$ cat src/rtl/hp_mul_seq.sv
// Sequential IEEE-754 binary16 multiplier: classify, 11-cycle shift-add multiply,
// normalize, round-to-nearest-even, with {invalid, overflow, underflow, inexact} flags.
module hp_mul_seq (
    input  logic        clk,
    input  logic        rst,
    input  logic        start,
    input  logic [15:0] a,
    input  logic [15:0] b,
    output logic        busy,
    output logic        done,
    output logic [15:0] p,
    output logic [3:0]  flags
);
    typedef enum logic [2:0] {IDLE, CLASS, MULT, NORM, ROUND, DONE} state_t;

    typedef struct packed {
        logic        snan;
        logic        qnan;
        logic        inf;
        logic        zero;
        logic [6:0]  e;
        logic [10:0] m;
    } opnd_t;

    state_t             state_q;
    logic [15:0]        a_q, b_q;
    logic [10:0]        ma_q, mb_q;
    logic signed [6:0]  exp_q;
    logic               sign_q, sticky_q;
    logic [21:0]        acc_q;
    logic [3:0]         cnt_q;

    function automatic logic [3:0] lead_shift(input logic [9:0] f);
        logic [3:0] sh;
        sh = 4'd10;
        for (int i = 0; i <= 9; i++) begin
            if (f[i]) sh = 4'(10 - i);
        end
        return sh;
    endfunction

    function automatic opnd_t unpack_op(input logic [15:0] x);
        opnd_t      o;
        logic [3:0] sh;
        o  = '0;
        sh = lead_shift(x[9:0]);
        if (x[14:10] == 5'h1F) begin
            if (x[9:0] != 10'd0) begin
                o.qnan = x[9];
                o.snan = ~x[9];
            end else begin
                o.inf = 1'b1;
            end
        end else if (x[14:10] == 5'd0) begin
            if (x[9:0] == 10'd0) begin
                o.zero = 1'b1;
            end else begin
                // Subnormal: pull the leading one up to bit 10 and charge the exponent
                o.m = {1'b0, x[9:0]} << sh;
                o.e = 7'(-7'sd14 - $signed({3'b000, sh}));
            end
        end else begin
            o.m = {1'b1, x[9:0]};
            o.e = 7'($signed({2'b00, x[14:10]}) - 7'sd15);
        end
        return o;
    endfunction

    opnd_t       opa, opb;
    logic        special_d, sgn_d;
    logic [15:0] sp_p_d;
    logic [3:0]  sp_f_d;

    always_comb begin
        opa       = unpack_op(a_q);
        opb       = unpack_op(b_q);
        sgn_d     = a_q[15] ^ b_q[15];
        special_d = 1'b1;
        sp_p_d    = 16'h0000;
        sp_f_d    = 4'b0000;
        if (opa.snan | opa.qnan | opb.snan | opb.qnan) begin
            sp_p_d = 16'h7E00;
            sp_f_d = {opa.snan | opb.snan, 3'b000};
        end else if ((opa.inf & opb.zero) | (opa.zero & opb.inf)) begin
            sp_p_d = 16'h7E00;
            sp_f_d = 4'b1000;
        end else if (opa.inf | opb.inf) begin
            sp_p_d = {sgn_d, 15'h7C00};
        end else if (opa.zero | opb.zero) begin
            sp_p_d = {sgn_d, 15'h0000};
        end else begin
            special_d = 1'b0;
        end
    end

    logic [21:0]       norm_acc_d;
    logic signed [6:0] norm_exp_d, norm_diff_d;
    logic [4:0]        norm_sh_d;
    logic              norm_st_d;

    always_comb begin
        norm_acc_d = acc_q;
        norm_exp_d = exp_q;
        norm_st_d  = 1'b0;
        norm_sh_d  = 5'd0;
        if (acc_q[21]) begin
            norm_st_d  = acc_q[0];
            norm_acc_d = acc_q >> 1;
            norm_exp_d = exp_q + 7'sd1;
        end
        norm_diff_d = -7'sd14 - norm_exp_d;
        // Below the normal range: denormalize to exponent -14, keeping lost bits as sticky
        if (norm_diff_d > 7'sd0) begin
            norm_sh_d  = (norm_diff_d > 7'sd24) ? 5'd24 : 5'(norm_diff_d);
            norm_st_d  = norm_st_d | (|(norm_acc_d & ~(22'h3FFFFF << norm_sh_d)));
            norm_acc_d = norm_acc_d >> norm_sh_d;
            norm_exp_d = -7'sd14;
        end
    end

    logic [10:0]       rnd_mant_d, rnd_mf_d;
    logic [11:0]       rnd_sum_d;
    logic              rnd_g_d, rnd_r_d, rnd_s_d, rnd_up_d, rnd_inx_d, rnd_tiny_d;
    logic signed [6:0] rnd_exp_d;
    logic [15:0]       rnd_p_d;
    logic [3:0]        rnd_f_d;

    always_comb begin
        rnd_mant_d = acc_q[20:10];
        rnd_g_d    = acc_q[9];
        rnd_r_d    = acc_q[8];
        rnd_s_d    = (|acc_q[7:0]) | sticky_q;
        rnd_up_d   = rnd_g_d & (rnd_r_d | rnd_s_d | rnd_mant_d[0]);
        rnd_inx_d  = rnd_g_d | rnd_r_d | rnd_s_d;
        rnd_tiny_d = ~acc_q[20];
        rnd_sum_d  = {1'b0, rnd_mant_d} + {11'd0, rnd_up_d};
        rnd_exp_d  = exp_q;
        rnd_mf_d   = rnd_sum_d[10:0];
        if (rnd_sum_d[11]) begin
            rnd_mf_d  = rnd_sum_d[11:1];
            rnd_exp_d = exp_q + 7'sd1;
        end
        if (rnd_exp_d > 7'sd15) begin
            rnd_p_d = {sign_q, 15'h7C00};
            rnd_f_d = 4'b0101;
        end else begin
            // A leading one at bit 10 means normal (this also covers subnormal promotion)
            rnd_p_d = rnd_mf_d[10] ? {sign_q, 5'(rnd_exp_d + 7'sd15), rnd_mf_d[9:0]}
                                   : {sign_q, 5'd0, rnd_mf_d[9:0]};
            rnd_f_d = {2'b00, rnd_tiny_d & rnd_inx_d, rnd_inx_d};
        end
    end

    always_ff @(posedge clk) begin
        if (rst) begin
            state_q  <= IDLE;
            busy     <= 1'b0;
            done     <= 1'b0;
            p        <= 16'h0000;
            flags    <= 4'b0000;
            a_q      <= 16'h0000;
            b_q      <= 16'h0000;
            ma_q     <= 11'd0;
            mb_q     <= 11'd0;
            exp_q    <= 7'sd0;
            sign_q   <= 1'b0;
            sticky_q <= 1'b0;
            acc_q    <= 22'd0;
            cnt_q    <= 4'd0;
        end else begin
            done <= 1'b0;
            case (state_q)
                IDLE: begin
                    if (start) begin
                        a_q     <= a;
                        b_q     <= b;
                        busy    <= 1'b1;
                        state_q <= CLASS;
                    end
                end
                CLASS: begin
                    cnt_q    <= 4'd0;
                    acc_q    <= 22'd0;
                    sticky_q <= 1'b0;
                    sign_q   <= sgn_d;
                    if (special_d) begin
                        p       <= sp_p_d;
                        flags   <= sp_f_d;
                        done    <= 1'b1;
                        state_q <= DONE;
                    end else begin
                        ma_q    <= opa.m;
                        mb_q    <= opb.m;
                        exp_q   <= $signed(opa.e) + $signed(opb.e);
                        state_q <= MULT;
                    end
                end
                MULT: begin
                    if (mb_q[cnt_q]) acc_q <= acc_q + ({11'd0, ma_q} << cnt_q);
                    cnt_q <= cnt_q + 4'd1;
                    if (cnt_q == 4'd10) state_q <= NORM;
                end
                NORM: begin
                    acc_q    <= norm_acc_d;
                    exp_q    <= norm_exp_d;
                    sticky_q <= norm_st_d;
                    state_q  <= ROUND;
                end
                ROUND: begin
                    p       <= rnd_p_d;
                    flags   <= rnd_f_d;
                    done    <= 1'b1;
                    state_q <= DONE;
                end
                DONE: begin
                    busy    <= 1'b0;
                    state_q <= IDLE;
                end
                default: begin
                    busy    <= 1'b0;
                    state_q <= IDLE;
                end
            endcase
        end
    end
endmodule

$ cat config.mk
export PLATFORM = sky130hd
export DESIGN_NAME = hp_mul_seq
export DESIGN_NICKNAME = d
export VERILOG_FILES = /design/src/rtl/hp_mul_seq.sv
export SDC_FILE = /design/constraint.sdc
export NUM_CORES = 1
export LEC_CHECK = 0
export BUFFER_PORTS_ARGS = -buffer_cell sky130_fd_sc_hd__buf_2
export CAP_MARGIN = 20
export CORE_UTILIZATION = 25
export CTS_CLUSTER_DIAMETER = 200
export DETAILED_ROUTE_END_ITERATION = 8
export RECOVER_POWER = 100
export SYNTH_ARGS = -nofsm -noshare
export SYNTH_HDL_FRONTEND = slang
export SYNTH_SLANG_ARGS = --single-unit
$ cat constraint.sdc
create_clock -name clk -period 8.4 [get_ports clk]
set_input_delay 1.26 -clock clk [delete_from_list [all_inputs] [get_ports clk]]
set_output_delay 1.26 -clock clk [all_outputs]
set_load 0.01 [all_outputs]
; Word level (Yosys, flattened, before mapping)
; Index checks and enable logic that the tools add are counted.
; Widths: inputs -> output; s select.
[totals]
regBits = 114
output_inout_bits = 22
elab_cells = 168
[classes]
n_addsub = 11
n_lt_le_gt_ge = 4
eq_ne = 12
n_shift = 5
muxes = 76
bitwise = 25
reduce_logical = 21
[ops]
columns = op, count
row1 = $mux 16, 5
row2 = $mux 18, 4
row3 = $mux 4, 18
row4 = $pmux 22 s3, 1
row5 = $mux 22, 2
row6 = $mux 19, 2
row7 = $pmux 16 s2, 1
row8 = $mux 15, 2
row9 = $mux 7, 4
row10 = $add 22x22->22, 1
row11 = $and 22x22->22, 1
row12 = $not 22->22, 1
row13 = $reduce_or 22->1, 1
row14 = $shl 10x4->11, 2
row15 = $shl 11x4->22, 1
row16 = $shl 22x5->22 const A, 1
row17 = $shr 22x5->22, 1
row18 = $mux 21, 1
row19 = $logic_not 10->1, 2
row20 = $reduce_bool 10->1, 2
row21 = $mux 3, 6
row22 = $pmux 4 s2, 2
row23 = $mux 1, 15
row24 = $pmux 3 s5, 1
row25 = other kinds (35), 77

; Depth between registers and ports, before layout
[logic_depth]
ltp_word = 20
mapped_depth = 20
ltp_nobuf = 19

; Worst setup path after synthesis
; OpenSTA, ideal clock, no wires.
[synth_timing]
kind = flip-flop to flip-flop
startpoint = register cnt_q[1]
endpoint = register acc_q[20]
t_arrival_ns = 3.977
slack_ns = 4.290
stages_incl_launch_ff = 19
path_buffers = 3
synth_period_minus_slack_ns = 4.110
cell_sequence = dfxtp_1 > clkbuf_1 > buf_1 > clkbuf_1 > nor2_1 > nand2_1 > nor3_1 > ha_1 > fa_1 > a21o_1 > a21oi_1 > o21a_1 > o31a_1 > o311ai_0 > o41ai_1 > o21ai_0 > xor2_1 > a211oi_1 > a211oi_1
[synth_between]
elab_chain_len = 4
[synth_rtl]
columns = item, line
row1 = start: declaration, 31  ; logic [3:0] cnt_q;
row2 = start signal: assignment, 200  ; cnt_q <= cnt_q + 4'd1;
row3 = $shl 11x4->22 or $bmux 1 s4 (tied branches), 199  ; if (mb_q[cnt_q]) acc_q <= acc_q + ({11'd0, ma_q} << cnt_q);
row4 = $add 22x22->22 or $mux 1 (tied branches), 199
row5 = $mux 22 or $ne 2x2->1 (tied branches), --
row6 = $pmux 22 s3 or $reduce_and 2->1 (tied branches), --
row7 = end signal: assignment, 199
row8 = end signal: assignment, 204  ; acc_q <= norm_acc_d;
row9 = end: declaration, 30  ; logic [21:0] acc_q;
; Several ways; a longest one is shown, not always the timed one. The select of a mux whose other input is x is not followed.
; A chain may end at the register's enable or synchronous reset.

; Worst setup path in the final report
[layout_timing]
startpoint = register exp_q[0]
endpoint = register acc_q[18]
[layout_between]
elab_chain_len = 8
[layout_rtl]
columns = item, line
row1 = start: declaration, 28  ; logic signed [6:0] exp_q;
row2 = start signal: assignment, 194  ; exp_q <= $signed(opa.e) + $signed(opb.e);
row3 = start signal: assignment, 205  ; exp_q <= norm_exp_d;
row4 = $add 7x2->7, 109  ; norm_exp_d = exp_q + 7'sd1;
row5 = $mux 7 *, 106  ; if (acc_q[21]) begin
row6 = $sub 5x7->7 *, 111  ; norm_diff_d = -7'sd14 - norm_exp_d;
row7 = $gt 7x6->1, 114  ; norm_sh_d = (norm_diff_d > 7'sd24) ? 5'd24 : 5'(norm_diff_d);
row8 = $mux 5, 114
row9 = $shr 22x5->22, 116  ; norm_acc_d = norm_acc_d >> norm_sh_d;
row10 = $mux 22 *, 113  ; if (norm_diff_d > 7'sd0) begin
row11 = $pmux 22 s3 *, 172  ; case (state_q)
; Mark *: on every way between the ends. The rest lies on a longest branch, timed or not.

==> flow_summary.ini <==
[cts]
cts_tree = done
postCtsHoldBufs = 0
cts-resized-gates = 0
cts.sinks = 114
cts_root_buffer = clkbuf_16
cts_max_level = 4
cts_buffer_depth = 2
post-cts-setup-buffers = 0
clk_latency_ps = 440
cts_buffers = 17
clk_pin_slew_worst_paths_ps = 70

[critical_path]
worst_r2r_endpoint = acc_q[18]
cp.required_ps = 8580
path_max_fanout = 19
crit_path_end_kind = flop
start_kind = flop
cpLargestDelayFamily = compound AO/OA/AOI/OAI gates
ff2ff_path_depth = 11
r2r-start = exp_q[0]
cpPeakStageDelay_ps = 1460
worstPathCellList = ha_1 > nand4_1 > xor2_1 > o21ai_0 > a22o_1 > a21oi_1 > nor2_1 > a21oi_1 > nor3_1 > a2111oi_0 > nor3_1
crit_arrival_ps = 6050
reg2reg_setup_slack_ps = 2520
crit_type = flop to flop
critPathBufInv = 0
worst_path_max_delay_cell = a21oi_1

[detailed_routing]
firstDrtPassIters = 6
wl_per_cell_um = 17.9
wirelength_um = 34600
vias = 10700
drt_iter0_markers = 1159
via_per_inst = 5.55
drc = 0
ant_nets = 0

[pwr]
vdd_drop_max_v = 0.000184
power_per_cell_area_nw_per_um2 = 397
leakagePower_nw = 4.25
p_total_mw = 4.55

[final_layout]
diodes = 0
fin_util = 0.280
design_area_um2 = 11400
drive_gt1_frac = 0.0936
fin_cells = 1931
synthToLayoutAreaGrowth_pct = 10.7
multi_input_area_um2 = 7480
fin_nets = 1466
seqCellArea_um2 = 2280
nFillCells = 4424

[min_path]
holdPathEnd = p[1]
hold_start = p[1]
hold_path.class = flop to flop
holdPathStages = 2

[run_status]
outcome = complete, but fails checks
violations = capacitance limit, slew limit

[synthesis]
synth_top_area_frac = 0.221
synth-main-ff-cell = dfxtp_1
synthesis.area_um2 = 10300
ys_warn_count = 0
synth_top_cell_by_area = dfxtp_1
ys_top_cells_by_area = dfxtp_1, nand2_1, nor2_1
async_reset_ff_frac = 0
synth_nets = 1485
yosysMostFrequentCell = nand2_1
synth_cell_types = 91
ys_seq_area_frac = 0.221
syn_inst = 1405
synth_seq_cells = 114
synth_common_cells = nand2_1, nor2_1, a21oi_1
synth_edf_count = 0
postSynthAreaPerCell_um2 = 7.36

[grt]
grt.overflow.total = 0
grt_pass1_wl_um = 54700
grt_max_degree = 70
grt_pass1_vias = 9793
grt_usage = 0.163
antenna_found_initial = 0

[floorplan]
die_y_um = 205
core_area_um2 = 40800
fp.dieW_um = 205
die_area_um2 = 42200
rows = 74
start_util = 0.253
io_pins = 57

[sta]
slew_viol_final = 182
layout_min_cycle_time_ps = 5880
setup_violations = 0
max_slew_margin = -1.16
holdWs_ps = 456
tightestPinTransition_ps = 3250
tns_ps = 0
clock_skew_ps = 13.0
rsz0062_at_grt = no
timing.fmax_mhz = 170
hold_viol = 0
setup_ws_ps = 2520
fin_crit_sh = 0.700

[place]
dpl_worst_slack_ps = 3360
dpl.hpwl_um = 25800
gp_congestion = 0.909
dp_cells = 1898
portBuffers = 56
dpl_cell_area_um2 = 10900

[job]
maxCapViolCount = 5
state kept, by name (all words and copies together) (netlist names), 3 cells and up:
register	cells
acc_q	22
a_q	16
b_q	16
p	16
ma_q	11
mb_q	11
exp_q	7
cnt_q	4
flags	4
state_q	3
per-layer routing:
metal,global-route usage,share of wire,routed length [um]
met1,0.226,0.46,16100
met2,0.256,0.45,15700
met3,0.0253,0.062,2140
met4,0.0511,0.020,684
met5,0,0,0
power breakdown:
| part | internal (mW) | switching, mW | total (mW) |
|---|---|---|---|
| logic | 1.05 | 1.81 | 2.86 |
| clock network | 0.428 | 0.298 | 0.726 |
| registers | 0.679 | 0.279 | 0.958 |
| total | 2.16 | 2.39 | 4.55 |
cells in the final DEF (no fill, tap or decap), types with 17 or more instances in the layout:
master     count
nor2_1       160
xnor2_1       27
buf_2         32
nand2_1      173
nand2b_1      17
a211oi_1      29
o21ai_0       80
dfxtp_1      113
ha_1          43
xor2_1        17
nor3_1        53
inv_1         28
mux2i_1       56
a21oi_1      122
nor2b_1       19
clkbuf_16     17
nand3_1       29
mux2_2        23
a221oi_1      26
clkbuf_1      27
worst reg2reg max path: stages, from the launching register on:
cell and delay (ps):
dfxtp_1 710, ha_1 480, nand4_1 250, xor2_1 610
o21ai_0 330, a22o_1 360, a21oi_1 1460, nor2_1 260
a21oi_1 560, nor3_1 140, a2111oi_0 380, nor3_1 70
layout make-up:
| type | count | share of cell area |
|---|---|---|
| clock buffer | 20 | 0.0399 |
| clock inverter | 12 | 0.0106 |
| inverter | 30 | 0.00984 |
| multi-input combinational | 1155 | 0.653 |
| sequential | 114 | 0.199 |
| tap | 532 | 0.0581 |
| timing repair buffer | 68 | 0.0291 |
cell families after synthesis:
family                   share of synthesized area
flip-flops                                   0.221
AO/OA/AOI/OAI                                0.277
buffers and inverters                       0.0540
multiplexers                                 0.107
XOR/XNOR                                    0.0415
adder cells (fa/ha/maj)                     0.0559
AND/OR/NAND/NOR                              0.244
worst max-delay path by stage:
stage,start,endpoint,slack (ps),cells past startpoint
after global routing,exp_q[0],acc_q[18],2110,11
after CTS,exp_q[0],acc_q[13],3310,11
final,exp_q[0],acc_q[18],2520,11
after detailed placement,exp_q[0],acc_q[13],3360,11
after global placement,exp_q[0],acc_q[16],3440,11
after floorplan,cnt_q[1],acc_q[20],4290,18
(Power assumes the default switching activity.)
